File: src/rtl/i2c_slave_regs.sv
// I2C target exposing NUM_REGS 8-bit registers behind an auto-incrementing byte pointer.
// SCL/SDA are synchronized and edge-detected in the clk domain; SDA is only ever pulled low.
module i2c_slave_regs #(
   parameter logic [6:0] SLAVE_ADDR  = 7'h42,
   parameter int         NUM_REGS    = 16,
   parameter int         SYNC_STAGES = 2,
   localparam int        AW          = $clog2(NUM_REGS)
) (
   input  logic          clk,
   input  logic          rst,
   input  logic          scl,
   input  logic          sda_in,
   output logic          sda_oe,
   output logic          wr_valid,
   output logic [AW-1:0] wr_addr,
   output logic [7:0]    wr_data,
   input  logic [AW-1:0] host_raddr,
   output logic [7:0]    host_rdata,
   output logic          busy
);

   typedef enum logic [3:0] {
      IDLE, ADDR, ADDR_ACK, PTR, PTR_ACK, WR_DATA, WR_ACK, RD_DATA, RD_ACK, IGNORE
   } state_t;

   logic [SYNC_STAGES-1:0] scl_sync, sda_sync;
   logic                   scl_prev, sda_prev;
   logic                   scl_s, sda_s;
   logic                   scl_rise, scl_fall, start_cond, stop_cond;

   state_t        state;
   logic [7:0]    shift;
   logic [2:0]    bit_cnt;
   logic          byte_done;
   logic          rd_nack;
   logic [AW-1:0] ptr;
   logic [7:0]    regs [NUM_REGS];
   logic          addr_match;

   // Input synchronizers plus one history stage; preset high to look like an idle bus.
   always_ff @(posedge clk or posedge rst) begin
      if (rst) begin
         scl_sync <= '1;
         sda_sync <= '1;
         scl_prev <= 1'b1;
         sda_prev <= 1'b1;
      end else begin
         scl_sync <= {scl_sync[SYNC_STAGES-2:0], scl};
         sda_sync <= {sda_sync[SYNC_STAGES-2:0], sda_in};
         scl_prev <= scl_s;
         sda_prev <= sda_s;
      end
   end

   assign scl_s      = scl_sync[SYNC_STAGES-1];
   assign sda_s      = sda_sync[SYNC_STAGES-1];
   assign scl_rise   = scl_s & ~scl_prev;
   assign scl_fall   = ~scl_s & scl_prev;
   assign start_cond = scl_s & scl_prev & sda_prev & ~sda_s;
   assign stop_cond  = scl_s & scl_prev & ~sda_prev & sda_s;

   assign addr_match = (shift[7:1] == SLAVE_ADDR);
   assign host_rdata = regs[host_raddr];

   always_ff @(posedge clk or posedge rst) begin
      if (rst) begin
         state     <= IDLE;
         shift     <= '0;
         bit_cnt   <= '0;
         byte_done <= 1'b0;
         rd_nack   <= 1'b0;
         ptr       <= '0;
         sda_oe    <= 1'b0;
         busy      <= 1'b0;
         wr_valid  <= 1'b0;
         wr_addr   <= '0;
         wr_data   <= '0;
         for (int i = 0; i < NUM_REGS; i++) regs[i] <= '0;
      end else begin
         wr_valid <= 1'b0;
         if (start_cond) begin
            state     <= ADDR;
            shift     <= '0;
            bit_cnt   <= '0;
            byte_done <= 1'b0;
            sda_oe    <= 1'b0;
         end else if (stop_cond) begin
            state     <= IDLE;
            bit_cnt   <= '0;
            byte_done <= 1'b0;
            sda_oe    <= 1'b0;
            busy      <= 1'b0;
         end else if (scl_rise) begin
            if (state inside {ADDR, PTR, WR_DATA, RD_DATA}) begin
               bit_cnt <= bit_cnt + 3'd1;
               if (bit_cnt == 3'd7) byte_done <= 1'b1;
            end
            if (state inside {ADDR, PTR, WR_DATA}) shift <= {shift[6:0], sda_s};
            if (state == RD_ACK) rd_nack <= sda_s;
         end else if (scl_fall) begin
            case (state)
               ADDR: begin
                  if (byte_done) begin
                     byte_done <= 1'b0;
                     bit_cnt   <= '0;
                     if (addr_match) begin
                        busy   <= 1'b1;
                        sda_oe <= 1'b1;
                        state  <= ADDR_ACK;
                     end else begin
                        state  <= IGNORE;
                     end
                  end
               end
               ADDR_ACK: begin
                  // shift still holds the address byte, so bit 0 is R/W
                  if (!shift[0]) begin
                     sda_oe <= 1'b0;
                     state  <= PTR;
                  end else begin
                     shift  <= regs[ptr];
                     sda_oe <= ~regs[ptr][7];
                     state  <= RD_DATA;
                  end
               end
               PTR: begin
                  if (byte_done) begin
                     byte_done <= 1'b0;
                     bit_cnt   <= '0;
                     ptr       <= shift[AW-1:0];
                     sda_oe    <= 1'b1;
                     state     <= PTR_ACK;
                  end
               end
               PTR_ACK: begin
                  sda_oe <= 1'b0;
                  state  <= WR_DATA;
               end
               WR_DATA: begin
                  if (byte_done) begin
                     byte_done  <= 1'b0;
                     bit_cnt    <= '0;
                     regs[ptr]  <= shift;
                     wr_valid   <= 1'b1;
                     wr_addr    <= ptr;
                     wr_data    <= shift;
                     ptr        <= ptr + AW'(1);
                     sda_oe     <= 1'b1;
                     state      <= WR_ACK;
                  end
               end
               WR_ACK: begin
                  sda_oe <= 1'b0;
                  state  <= WR_DATA;
               end
               RD_DATA: begin
                  if (byte_done) begin
                     byte_done <= 1'b0;
                     bit_cnt   <= '0;
                     sda_oe    <= 1'b0;
                     ptr       <= ptr + AW'(1);
                     state     <= RD_ACK;
                  end else begin
                     shift  <= {shift[6:0], 1'b0};
                     sda_oe <= ~shift[6];
                  end
               end
               RD_ACK: begin
                  if (!rd_nack) begin
                     shift  <= regs[ptr];
                     sda_oe <= ~regs[ptr][7];
                     state  <= RD_DATA;
                  end else begin
                     sda_oe <= 1'b0;
                     state  <= IGNORE;
                  end
               end
               IGNORE:  sda_oe <= 1'b0;
               default: ;
            endcase
         end
      end
   end

endmodule

File: config.mk
export PLATFORM = sky130hd
export DESIGN_NAME = i2c_slave_regs
export DESIGN_NICKNAME = d
export VERILOG_FILES = /design/src/rtl/i2c_slave_regs.sv
export SDC_FILE = /design/constraint.sdc
export NUM_CORES = 1
export LEC_CHECK = 0
export CAP_MARGIN = 20
export CORE_MARGIN = 2
export CORE_UTILIZATION = 35
export CTS_CLUSTER_SIZE = 40
export DETAILED_ROUTE_END_ITERATION = 10
export PLACE_DENSITY = 0.61
export SYNTH_ARGS = -nofsm -noshare
export SYNTH_HDL_FRONTEND = slang
export SYNTH_SLANG_ARGS = --single-unit
File: constraint.sdc
create_clock -name clk -period 7.6 [get_ports clk]
set_input_delay 1.52 -clock clk [delete_from_list [all_inputs] [get_ports clk]]
set_output_delay 1.52 -clock clk [all_outputs]
set_load 0.05 [all_outputs]
---- After elaboration in Yosys (flattened, before gate mapping) ----
Cells that the tools add are included.
storage, ports and cells
  bits in registers ....................... 170
  bits of input ports ..................... 8
  word-level logic and storage cells ...... 182
cells by class
  eq/ne operators ......................... 28
  multiplexer cells ....................... 68
  $add $sub $neg .......................... 2
  bitwise gates (word level) .............. 18
  reduce and logical (&&, ||, !) cells .... 31
  $lt $le $gt $ge ......................... 3
operators with widths
  operator              number
  $bwmux W128           1
  $mux W8               13
  $bmux W8 S4           2
  $mux W4               12
  $demux W8 S4          1
  $ne A4 B4 Y1 const B  8
  $pmux W4 S7           1
  $mux W1               27
  $mux W3               8
  $pmux W8 S3           1
  $reduce_and A6 Y1     4
  $reduce_and A7 Y1     3
  $eq A4 B3 Y1 const B  4
  $reduce_bool A4 Y1    4
  $ne A4 B1 Y1 const B  3
  $reduce_and A4 Y1     3
  $ge A5 B5 Y1 const B  2
  $not A4 Y5            2
  $reduce_bool A2 Y1    5
  $not A1 Y1            9
  $reduce_bool A3 Y1    3
  $reduce_bool A9 Y1    1
  $eq A4 B2 Y1 const B  2
  $eq A4 B4 Y1 const B  2
  18 further kinds      29

---- Depth between registers and ports, before layout ----
Gate-level depths: netlist (run 1).
  depth in word-level cells ............... 11
  depth in mapped cells ................... 8
  depth with buffers taken out ............ 7

---- Least setup slack after synthesis (run 1) ----
Ideal clock, no wire load.
  path type ............................... input -> output
  from .................................... in host_raddr[0]
  to ...................................... out host_rdata[0]
  slack ................................... 2.888 ns
  path buffers ............................ 2
  data required time ...................... 6.080 ns
  arrival time ............................ 3.192 ns
  cell stages on the path ................. 4
  cell sequence ........................... clkbuf_1 buf_2 mux4_2 mux4_2
between the ends
  word-level cells in the longest chain between the ends .. 4
ends and longest elaborated chain
  element                                      RTL line  text
  start, declared                              17        input logic [AW-1:0] host_raddr,
  $not A4 Y5 (implied by the code)             63        assign host_rdata = regs[host_raddr];
  $bmux W8 S4                                  63
  $mux W8 (implied by the code) (2 in series)  63
  end, declared                                18        output logic [7:0] host_rdata,
Every way passes these cells. The select of a mux whose other input is x is not followed.

---- Worst setup path after layout (run 1) ----
  from .................................... in host_raddr[1]
  to ...................................... out host_rdata[7]
The elaborated chain is that of the path after synthesis.

==> out/metrics.yaml, run 1 <==
slew_headroom_pct: 34.47
synth_area_leader_cell: "dfrtp_1"
tns_ps: 0
pwr-share-seq_pct: 48.3
async_flop_share_pct: 100.0
wirelength_um: 22650
wl_per_cell_um: 22.83
r2r.worst_path.cells: 6
switching_share_pct: 28.60
portBuffers: 30
r2r_start: "state[0]$_DFFE_PP0P_"
cts.sinks: 170
synth_cells: 643
routed_via_density: 5.772
synthTopCellsByArea: "dfrtp_1 44%, mux2_2 18%, mux4_2 18%, dfstp_2 1.7%, nand3_4 1.5%"
cp_max_fo: 32
peakVddDrop_uv: 121.0
synth_top_area_share_pct: 44.44
grt_first_pass_wirelength_um: 37090
io_pins: 31
insertedDiodeCount: 0
synth_edf_count: 0
rows: 59
dieArea_um2: 27700
avgSynthCellArea_um2: 14.36
power_mw: 2.084
core-area_um2: 25980
final_util_pct: 39.86
ys_seq_area_share_pct: 46.15
startpoint_type: "primary input"
setup_viol: 0
drc: 0
post_cts_buffers: 0
pwr-share-comb_pct: 11.4
die_x_um: 166.4
synth_nets: 661
drtPass1Iterations: 5
numCtsBuffers: 17
power.density_nw_per_um2: 201.2
dp.cells: 958
yosys_warnings: 0
maxSlewViolCount: 0
rsz0062_at_grt: "no"
clkPwrFrac_pct: 40.2
cpMaxStageDelayCell: "clkdlybuf4s50_1"
cts_tree: "built"
hp-class: "reg -> reg"
fp.dieH_um: 166.4
hold_viol: 0
finalWorstSetupSlack_ps: 2003
place_area_um2: 9754
crit_path_end_kind: "primary output"
cp_slowest_stage_delay_ps: 730
min_from: "scl_sync[0]$_DFF_PP1_"
drv_cap: 0
fin_area_um2: 10360
critPathArrivalTime_ps: 4080
finalClockSkew_ps: 8.275
hpwl_um: 15650
cts_hold_buffers: 0
postCtsResizedCells: 0
finalNetCount: 662
grt_overflow: 0
clk_pin_slew_ps: 70
multiInputGateArea_um2: 4708
fin_cells: 992
power.switching_mw: 0.5958
synth.distinct_cells: 60
cts-root-buf: "clkbuf_16"
worstMarginPinSlew_ps: 969.2
antenna_found_initial: 0
cts.htree.levels: 4
grt_pass1_vias: 6131
period_share_pct: 73.65
grtUsageTotal_pct: 17.22
min_to: "scl_sync[1]$_DFF_PP1_"
num_vias: 5726
grt_max_degree: 105
ys_ff_latch: 170
clk_latency_ps: 430
drive_above_1_share_pct: 43.84
critical_path_class: "in -> out"
r2r-end: "regs[3]$_DFFE_PP0P_"
areaGrowthSynthToFinish_pct: 12.17
netlist_area_um2: 9234
ys.flop_type: "dfrtp_1"
leakagePower_nw: 4.566
timing.fmax_ghz: 0.1787
power.internal_mw: 1.488
first_iter_violations: 510
crit_required_ps: 6080
period_needed_ps: 5597
post-place-ws_ps: 1788
crit_path_cell_trace: "clkdlybuf4s50_1 > buf_4 > mux4_2 > mux4_2 > clkdlybuf4s50_1"
run_status: "complete, no violations"
globalplace.congestion: 0.8476
seqCellArea_um2: 4263
initial_utilization_pct: 35.54
fill_cells: 2407
holdWs_ps: 356.5
final_antenna_net_count: 0
hold_depth: 0
ff2ff_setup_slack_ps: 4590
ctsLongestPathBuffers: 2
-- how the worst max path moves through the flow --
stage,start,to,cells past startpoint
after floorplan,rst,bit_cnt[0]$_DFFE_PP0P_,1
after global placement,host_raddr[0],host_rdata[7],4
after detailed placement,host_raddr[0],host_rdata[7],4
after CTS,host_raddr[0],host_rdata[7],4
after global routing,host_raddr[1],host_rdata[2],5
final,host_raddr[1],host_rdata[7],5
-- power groups by stage --
| stage | Combinational (mW) | Sequential [mW] | Clock [mW] |
|---|---|---|---|
| floorplan | 0.217 | 0.976 | 0 |
| global placement | 0.227 | 1.02 | 0 |
| detailed placement | 0.238 | 1.02 | 0 |
| CTS | 0.238 | 1.00 | 0.854 |
| global route | 0.264 | 1.01 | 0.897 |
| finish | 0.238 | 1.01 | 0.839 |
-- cell usage after synthesis (2+ instances only) --
cell type	count
mux4_2	72
nand2b_1	3
nor3_1	13
a21boi_0	2
a221o_1	7
dfrtp_1	164
a211oi_1	3
mux2_2	149
buf_2	16
a221oi_1	2
nand2_1	29
and3b_1	2
nor2_1	13
and3_1	6
nand3_2	4
nor2b_1	6
nand3b_1	2
nor3b_1	4
o31ai_1	3
nor4b_1	2
buf_1	4
dfstp_2	6
mux2_1	3
nand3_4	8
a21oi_1	12
nand4_1	2
a32oi_1	2
and2_1	2
o22a_1	2
inv_1	6
nand3_1	4
mux2i_1	9
a31oi_1	2
o21a_1	2
o21ai_0	10
a31o_2	2
ha_1	10
clkbuf_1	33
-- cells by family after synthesis --
logic type,synth area share (%)
AND/OR/NAND/NOR,8.049
XOR/XNOR,0.09487
buffers and inverters,2.859
adder cells (fa/ha/maj),1.355
flip-flops,46.15
multiplexers,37.07
AO/OA/AOI/OAI,4.418
-- cell usage in the layout, fill, tap and decap left out, drive strengths merged, types with 3 or more instances in the layout --
| cell | n |
|---|---|
| nor2b | 6 |
| mux2 | 152 |
| nor3b | 4 |
| nand3 | 16 |
| nor2 | 13 |
| a21oi | 12 |
| o21ai | 10 |
| nand2 | 30 |
| ha | 10 |
| nor3 | 13 |
| nor4b | 4 |
| mux2i | 9 |
| buf | 8 |
| clkbuf | 21 |
| a221o | 7 |
| nand2b | 3 |
| clkdlybuf4s50 | 29 |
| inv | 11 |
| clkinvlp | 3 |
| clkinv | 3 |
| a211oi | 4 |
| and3 | 6 |
| mux4 | 72 |
| o31ai | 3 |
| dfstp | 6 |
| dfrtp | 164 |
-- worst max-delay path: cells and delay by family --
kind	cells	cell delay (ps)
buffers and inverters	3	1600
multiplexers	2	930
-- per-layer routing --
layer / vias to the layer above / wire length [um] / GRT usage (%) / share of wire (%)
li1: 2484 / - / - / -
met1: 3031 / 10230 / 24.21 / 45
met2: 180 / 10770 / 26.88 / 48
met3: 31 / 1148 / 3.351 / 5.1
met4: 0 / 500 / 5.885 / 2.2
met5: - / 0 / 0 / 0
-- sequential cells by signal, indices dropped and copies added, names as in the netlist, 3 cells and up --
register  count
bit_cnt       3
ptr           4
regs        128
shift         8
state         4
wr_addr       4
wr_data       8
-- layout make-up --
class,instances,area share (%)
Clock buffer,21,4.349
Clock inverter,11,1.087
Inverter,7,0.3020
Multi-Input combinational cell,411,45.46
Sequential cell,170,41.16
Tap cell,335,4.047
Timing Repair Buffer,37,3.600
(Power assumes the default switching activity.)
==> run 2, diff against run 1 <==
==> constraint.sdc (replaced) <==
create_clock -name clk -period 5.71 [get_ports clk]
set_input_delay 1.142 -clock clk [delete_from_list [all_inputs] [get_ports clk]]
set_output_delay 1.142 -clock clk [all_outputs]
set_load 0.05 [all_outputs]
==> out/metrics.yaml, run 2 (synthesis results as in run 1) <==
run_status: "complete, no violations"  # unchanged
cpMaxStageDelayCell: "clkdlybuf4s50_1"  # unchanged
power.density_nw_per_um2: 273.6  # was 201.2 nW/um^2
postCtsResizedCells: 0  # unchanged
areaGrowthSynthToFinish_pct: 12.29  # was 12.17%
regMostFlops: "regs"  # unchanged
cp_slowest_stage_delay_ps: 740  # was 730 ps
grt_max_degree: 132  # was 105
clk_latency_ps: 430  # about the same
cts.htree.levels: 4  # unchanged
slew_headroom_pct: 39.20  # was 34.47%
critical_path_class: "in -> out"  # unchanged
grt_overflow: 0  # unchanged
drc: 0  # unchanged
period_share_pct: 84.40
timing.fmax_ghz: 0.2075
hpwl_um: 15650  # about the same
clk_pin_slew_ps: 70  # about the same
cp_max_fo: 32  # unchanged
leakagePower_nw: 4.566  # about the same
post_cts_buffers: 0  # unchanged
numCtsBuffers: 17  # unchanged
io_pins: 31  # unchanged
routed_via_density: 5.845  # was 5.772
finalNetCount: 661  # was 662
crit_path_end_kind: "primary output"  # unchanged
critPathArrivalTime_ps: 3680  # was 4080 ps
grt_first_pass_wirelength_um: 36500  # was 37090 um
fp.dieH_um: 166.4  # unchanged
dp.cells: 959  # was 958
initial_utilization_pct: 35.54  # unchanged
cts.sinks: 170  # unchanged
final_cell_mix: "162 x dfrtp_1, 149 x mux2_2, 72 x mux4_2"  # was 163 x dfrtp_1, 149 x mux2_2, 72 x mux4_2
setup_viol: 0  # unchanged
drv_cap: 0  # unchanged
peakVddDrop_uv: 151.3  # was 121.0 uV
crit_required_ps: 4570  # was 6080 ps
hold_viol: 0  # unchanged
period_needed_ps: 4819
wirelength_um: 22600  # was 22650 um
rsz0062_at_grt: "no"  # unchanged
rows: 59  # unchanged
insertedDiodeCount: 0  # unchanged
worstMarginPinSlew_ps: 911.9  # was 969.2 ps
core-area_um2: 25980  # unchanged
drive_above_1_share_pct: 44.12  # was 43.84%
first_iter_violations: 654  # was 510
die_x_um: 166.4  # unchanged
wl_per_cell_um: 22.83  # about the same
globalplace.congestion: 0.8964  # was 0.8476
hp-class: "reg -> reg"  # unchanged
cts_tree: "built"  # unchanged
ctsLongestPathBuffers: 2  # unchanged
mostFrequentLayoutCell: "dfrtp_1"  # unchanged
crit_path_cell_trace: "clkdlybuf4s50_1 > buf_4 > mux4_2 > mux4_2 > clkdlybuf4s50_1"  # unchanged
tns_ps: 0  # unchanged
cts_hold_buffers: 0  # unchanged
grtUsageTotal_pct: 17.05  # was 17.22%
drtPass1Iterations: 6  # was 5
portBuffers: 30  # unchanged
largestRegisters: "regs x128, shift x8, wr_data x8"  # unchanged
grt_pass1_vias: 5951  # was 6131
dieArea_um2: 27700  # unchanged
finalClockSkew_ps: 8.245  # was 8.275 ps
antenna_found_initial: 0  # unchanged
startpoint_type: "primary input"  # unchanged
cts-root-buf: "clkbuf_16"  # unchanged
num_vias: 5787  # was 5726
fin_cells: 990  # was 992
final_antenna_net_count: 0  # unchanged
largest_reg_flops: 128  # unchanged
maxSlewViolCount: 0  # unchanged
==> run 2: changes by cell type in the layout (fill, tap and decap cells not counted), sizes merged <==
cell      change
clkinvlp      +1
buf           -1
inv           -2
bufinv        +1
clkbuf        -1
==> run 2: final timing paths <==
check	startpoint	to	slack, ps	cells after the start
worst max-delay path	host_raddr[1]	host_rdata[1]	890	5
worst min-delay path	sda_sync[0]$_DFF_PP1_	sda_sync[1]$_DFF_PP1_	360	0
worst max register to register	state[0]$_DFFE_PP0P_	regs[13]$_DFFE_PP0P_	2730	6
worst min register to register	sda_sync[0]$_DFF_PP1_	sda_sync[1]$_DFF_PP1_	360	0
max in group asynchronous	rst	ptr[1]$_DFFE_PP0P_	3250	3
min in group asynchronous	rst	regs[117]$_DFFE_PP0P_	1240	2
==> run 2: stage by stage <==
stage	util, %	power, mW	setup WS, ps	instance area [um^2]	hold WS (ps)
2_1_floorplan	-	1.587	1754	9238	345.2
3_3_place_gp	37.62	1.655	954.7	9774	346.1
3_5_place_dp	37.62	1.671	894.7	9774	347.8
4_1_cts	39.90	2.848	890.2	10370	357.7
5_1_grt	39.90	2.948	812.9	10370	363.0
6_report	39.90	2.837	890.6	10370	356.3
==> run 2: final cells by class <==
| class | instances | area (um^2) |
|---|---|---|
| multi-input combinational | 411 | 4708 |
| timing repair buffer | 36 | 352.8 |
| clock buffer | 20 | 456.7 |
| inverter | 7 | 30.03 |
| sequential | 170 | 4264 |
| fill | 2370 | 15620 |
| tap | 335 | 419.2 |
| clock inverter | 11 | 137.6 |
==> run 2: report_power, final <==
group / internal, mW / switching, mW / total (mW)
clock: 0.673 / 0.510 / 1.18
sequential: 1.24 / 0.108 / 1.34
combinational: 0.125 / 0.186 / 0.310
==> run 2: per-layer routing <==
layer  up-vias  share of wire, %  GRT usage (%)
met2       196                46          26.27
met1      3093                47          24.68
li1       2467                 -              -
met4         0               2.1          5.510
met5         -                 0              0
met3        31               4.5          2.875
==> run 2: critical path: cells and delay by family <==
family,cells,cell delay [ps]
multiplexers,2,920
buffers and inverters,3,1600
